$ cat src/rtl/mux_nway_pipe.sv
// WAYS-to-1 channel selector with valid/ready handshakes and a one-entry output buffer.
// Channel choice is either an explicit index or round-robin among valid inputs.
module mux_nway_pipe #(
  parameter int WIDTH = 16,
  parameter int WAYS  = 4,
  localparam int SEL_W = $clog2(WAYS)
) (
  input  logic                    clk,
  input  logic                    reset,
  input  logic                    mode,
  input  logic [SEL_W-1:0]        sel,
  input  logic [WAYS*WIDTH-1:0]   in_data,
  input  logic [WAYS-1:0]         in_valid,
  output logic [WAYS-1:0]         in_ready,
  output logic [WIDTH-1:0]        out_data,
  output logic [SEL_W-1:0]        out_chan,
  output logic                    out_valid,
  input  logic                    out_ready
);

  logic [WIDTH-1:0] out_data_r;
  logic [SEL_W-1:0] out_chan_r;
  logic             out_valid_r;
  logic [SEL_W-1:0] last_r;

  logic             accept_s;
  logic [SEL_W-1:0] rr_grant_s;
  logic             rr_found_s;
  logic [SEL_W-1:0] grant_s;
  logic             grant_ok_s;
  logic [WAYS-1:0]  in_ready_s;
  logic             xfer_s;

  assign accept_s = !out_valid_r || out_ready;

  // Round-robin scan starting just after the last granted channel; index arithmetic wraps since WAYS is a power of two.
  always_comb begin
    logic [SEL_W-1:0] idx_v;
    rr_found_s = 1'b0;
    rr_grant_s = '0;
    idx_v      = '0;
    for (int k = 1; k <= WAYS; k++) begin
      idx_v = last_r + k[SEL_W-1:0];
      if (!rr_found_s && in_valid[idx_v]) begin
        rr_found_s = 1'b1;
        rr_grant_s = idx_v;
      end else begin
        rr_found_s = rr_found_s;
      end
    end
  end

  // Grant and ready generation.
  always_comb begin
    grant_s    = '0;
    grant_ok_s = 1'b0;
    in_ready_s = '0;
    if (mode) begin
      grant_s    = rr_grant_s;
      grant_ok_s = rr_found_s;
    end else begin
      grant_s    = sel;
      grant_ok_s = 1'b1;
    end
    if (grant_ok_s && accept_s && !reset) begin
      in_ready_s[grant_s] = 1'b1;
    end else begin
      in_ready_s = '0;
    end
  end

  assign xfer_s   = grant_ok_s && in_valid[grant_s] && in_ready_s[grant_s];
  assign in_ready = in_ready_s;

  // Output buffer: load on transfer, otherwise drain when the consumer takes the word.
  always_ff @(posedge clk or posedge reset) begin
    if (reset) begin
      out_data_r  <= '0;
      out_chan_r  <= '0;
      out_valid_r <= 1'b0;
    end else if (xfer_s) begin
      out_data_r  <= in_data[grant_s*WIDTH +: WIDTH];
      out_chan_r  <= grant_s;
      out_valid_r <= 1'b1;
    end else if (out_valid_r && out_ready) begin
      out_valid_r <= 1'b0;
    end
  end

  // Round-robin pointer moves only on round-robin transfers so it survives explicit-select phases.
  always_ff @(posedge clk or posedge reset) begin
    if (reset) begin
      last_r <= SEL_W'(WAYS - 1);
    end else if (xfer_s && mode) begin
      last_r <= grant_s;
    end
  end

  assign out_data  = out_data_r;
  assign out_chan  = out_chan_r;
  assign out_valid = out_valid_r;

endmodule
$ cat config.mk
export PLATFORM = sky130hd
export DESIGN_NAME = mux_nway_pipe
export DESIGN_NICKNAME = d
export VERILOG_FILES = /design/src/rtl/mux_nway_pipe.sv
export SDC_FILE = /design/constraint.sdc
export NUM_CORES = 1
export LEC_CHECK = 0
export CAP_MARGIN = 40
export CELL_PAD_IN_SITES_DETAIL_PLACEMENT = 1
export CELL_PAD_IN_SITES_GLOBAL_PLACEMENT = 1
export CORE_MARGIN = 5
export CORE_UTILIZATION = 27
export DETAILED_ROUTE_END_ITERATION = 8
export GPL_TIMING_DRIVEN = 0
export PLACE_DENSITY_LB_ADDON = 0.1
export SYNTH_ARGS = -nofsm -noshare
export SYNTH_HDL_FRONTEND = slang
export SYNTH_SLANG_ARGS = --single-unit
$ cat constraint.sdc
create_clock -name clk -period 3.8 [get_ports clk]
set_input_delay 0.95 -clock clk [delete_from_list [all_inputs] [get_ports clk]]
set_output_delay 0.95 -clock clk [all_outputs]
set_load 0.02 [all_outputs]
==> results.md <==
- Hold-fix buffers, CTS: 0
- Total Power: 1.38 mW
- Initial antenna violation count: 0
- Core Box Area: slightly below 6000 µm²
- Syn Std Cell Area: 1650 µm²
- Number of library cell types mapped by synthesis: 35
- Reg clk slew, reported paths: about 0.080 ns
- Worst hold slack: 0.507 ns
- WP depth: 8
- CTS max path bufs: 2
- Chip Width: between 80 and 90 µm
- Async SR Flop Fraction: 100%
- Outcome: completed
- Worst-case reg-to-reg path depth: 8
- IO Pins: a little under 100
- CP Capture Type: output port
- Routed length per instance: 15.9 µm
- H-tree depth: 1
- Clock Skew: 0.00213 ns
- Number of remaining DRC errors: 0
- Leak pwr: roughly 1.2 nW
- Worst-skew pair later-pin latency: 0.26 ns
- Rows: 28
- WP buf/inv: 4
- Nets: 333
- Antenna-violating nets left: 0
- CTS root buf: clkbuf_8
- Chip height: 88.3 µm
- Initial core utilization: 27.8%
- CTS Buf Count: 3
- Most common cell after layout, fill and taps aside: clkdlybuf4s50_1
- YS warnings: 0
- Clock power frac: 10.6%
- Max Cap Viol: 0
- Vias per cell: 4.74
- Final Cycle Share: a little over nine tenths
- Max FO, Critical Path: 10
- Crit path from: in_valid[3]
- Design area: 2810 µm²
- Critical path class: input port to output port
- Area of placed instances: 2720 µm²
- Seq/Total Area, Yosys: between 30% and 40%
- CP max stage cell: or3b_4
- Max stage delay on crit path: 0.45 ns
- Post-DP HPWL: 4240 µm
- Die area: 7790 µm²
- Number of flops mapped to enable cells by yosys: 0
- Share of layout cells above drive strength 1: 18.2%
- Placer Congestion: 0.708
- Filler instances: 681
- Cells after synthesis: 156
- Vias in the first global route: between 1500 and 2000
- Final min period: 3.59 ns
- Crit path max-delay family: simple AND/OR/NAND/NOR gates
- Worst Hold Class: flop to flop
- Routed wire length: 5280 µm
- Sequential share of power: 28.4%
- Count of pins over their slew limit: 0
- Post-route setup TNS: 0 ns
- Post-Syn Nets: 230
- Largest net degree at the start of global routing: 20
- Pwr per Cell Area: 490 nW/µm²
- Total GRT Usage: 13.9%
- Commonest non-fill, non-tap cells in the layout: clkdlybuf4s50_1 (87), mux2i_1 (52), dfrtp_1 (19)
- RSZ-0062 raised after global routing: false
- Switching pwr: 511 µW
- Total gr overflow: 0
- Worst EP required: about 2.9 ns
- Worst path arrival time: 2.64 ns
- CTS tree: built
- Port Buf Inserts: 94
- Via count: 1577
- Peak supply drop: 204 µV
- Worst-path cell chain: dlygate4sd2_1 > or3b_4 > nor3_4 > a311o_1 > buf_6 > buf_8 > and3_1 > buf_2
- Worst Max-Slew Pin Slew: 0.448 ns
- Area Growth Syn to Fin: 70.0%
- ANT cells: 0
- Reg2Reg Launch Point: last_r[0]
- First-pass GRT wire length: roughly 8400 µm
- Syn avg cell area: 10.6 µm²
- Final hold vios: 0
- Hold_sp: out_data[1]
- Yosys reg bits: 21
- First-pass DRT Iterations: 3
- Slew Limit Headroom: 70.0%
- First DRT Iteration DRCs: 20
- RR Endpoint: out_data[2]
- CP Launch Type: input port
- Gate power share: 61.0%
- Utilization after layout: 47.2%
- CTS Sinks: 21
- Worst setup path end: in_ready[0]
- Most used flip-flop cell after synthesis: dfrtp_1
- Setup slack, reg-to-reg: 1.20 ns
- Internal: 868 µW
- Switch share: 37.1%
- Setup violations, final: 0
- Max Fclk: between 200 and 300 MHz
cell families after synthesis:
kind of cell / count (synthesis) / share of synthesized area, %
mux: 68 / 42.4
buf+inv: 15 / 5.29
compound gates: 21 / 9.76
flops: 21 / 31.9
simple gates: 31 / 10.7
registers in the layout, summed over array words and instances (netlist names):
name       count
last_r         2
out_data      16
out_valid      1
out_chan       2
area by class of cell:
type	count	area (µm²)	area share (%)
well taps	75	93.8	3.34
multi-input cells	120	1060	37.6
flip-flops and latches	21	528	18.8
repair buffers	99	978	34.8
clock buffers	4	45.0	1.60
plain buffers	10	95.1	3.38
inverters	4	15.0	0.534
worst min-delay path by stage:
stage	to	slack, ns	cells after the start
CTS	out_data[1]	0.51	1
detailed placement	out_data[1]	0.49	1
floorplan	last_r[0]	0.49	2
global placement	out_data[7]	0.49	1
global route	out_data[15]	0.53	1
finish	out_data[1]	0.51	1
power by group through the flow:
stage	logic (mW)	registers (mW)	clock network, mW
6_report	0.841	0.391	0.146
5_1_grt	0.906	0.407	0.161
4_1_cts	0.861	0.393	0.154
3_5_place_dp	0.836	0.394	0
3_3_place_gp	0.831	0.389	0
2_1_floorplan	0.339	0.513	0
worst register-to-register path, stage by stage, from the launching register on:
cell and delay (ns):
dfstp_2 0.60, inv_2 0.06, o31a_1 0.29, a311o_1 0.34, buf_4 0.15, nand2b_4 0.15
o22ai_4 0.34, buf_6 0.22, mux2_2 0.34
per-layer routing:
layer,GRT usage (%),routed length [µm],part of all wire [%],up-vias
met4,3.71,39,0.74,0
met1,15.9,2010,38,758
li1,-,-,-,775
met5,0,0,0,-
met3,3.45,407,7.7,2
met2,25.7,2830,54,42
through the flow:
stage	setup slack, ns	cells
global route	0.0972	333
floorplan	0.347	156
finish	0.213	333
CTS	0.0244	333
global placement	-0.971	325
detailed placement	-0.958	326
timing repair:
item | 4_1_cts | 5_1_grt
gates cloned | 0 | 0
pin swaps | 1 | 2
endpoints found under the setup margin | 4 | 4
buffers inserted | 4 | 0
gates resized for setup | 29 | 2
synth_stat cells, types with 2 or more instances:
| cell | number | area (µm²) |
|---|---|---|
| nand2b_1 | 3 | 18.8 |
| mux2i_1 | 52 | 521 |
| dfstp_2 | 2 | 52.6 |
| o22ai_1 | 4 | 25.0 |
| buf_4 | 5 | 37.5 |
| inv_1 | 3 | 11.3 |
| nor2_1 | 6 | 22.5 |
| a311o_1 | 2 | 20.0 |
| nand2_1 | 6 | 22.5 |
| dfrtp_1 | 19 | 475 |
| mux2_2 | 16 | 180 |
| nor3b_1 | 2 | 15.0 |
| or3b_1 | 2 | 17.5 |
| a31oi_1 | 2 | 12.5 |
| nor3_1 | 3 | 15.0 |
| nor2b_1 | 4 | 25.0 |
| o21ai_0 | 3 | 15.0 |
| o31a_1 | 2 | 17.5 |
| buf_2 | 4 | 20.0 |
Power figures use the tool's default switching activity.
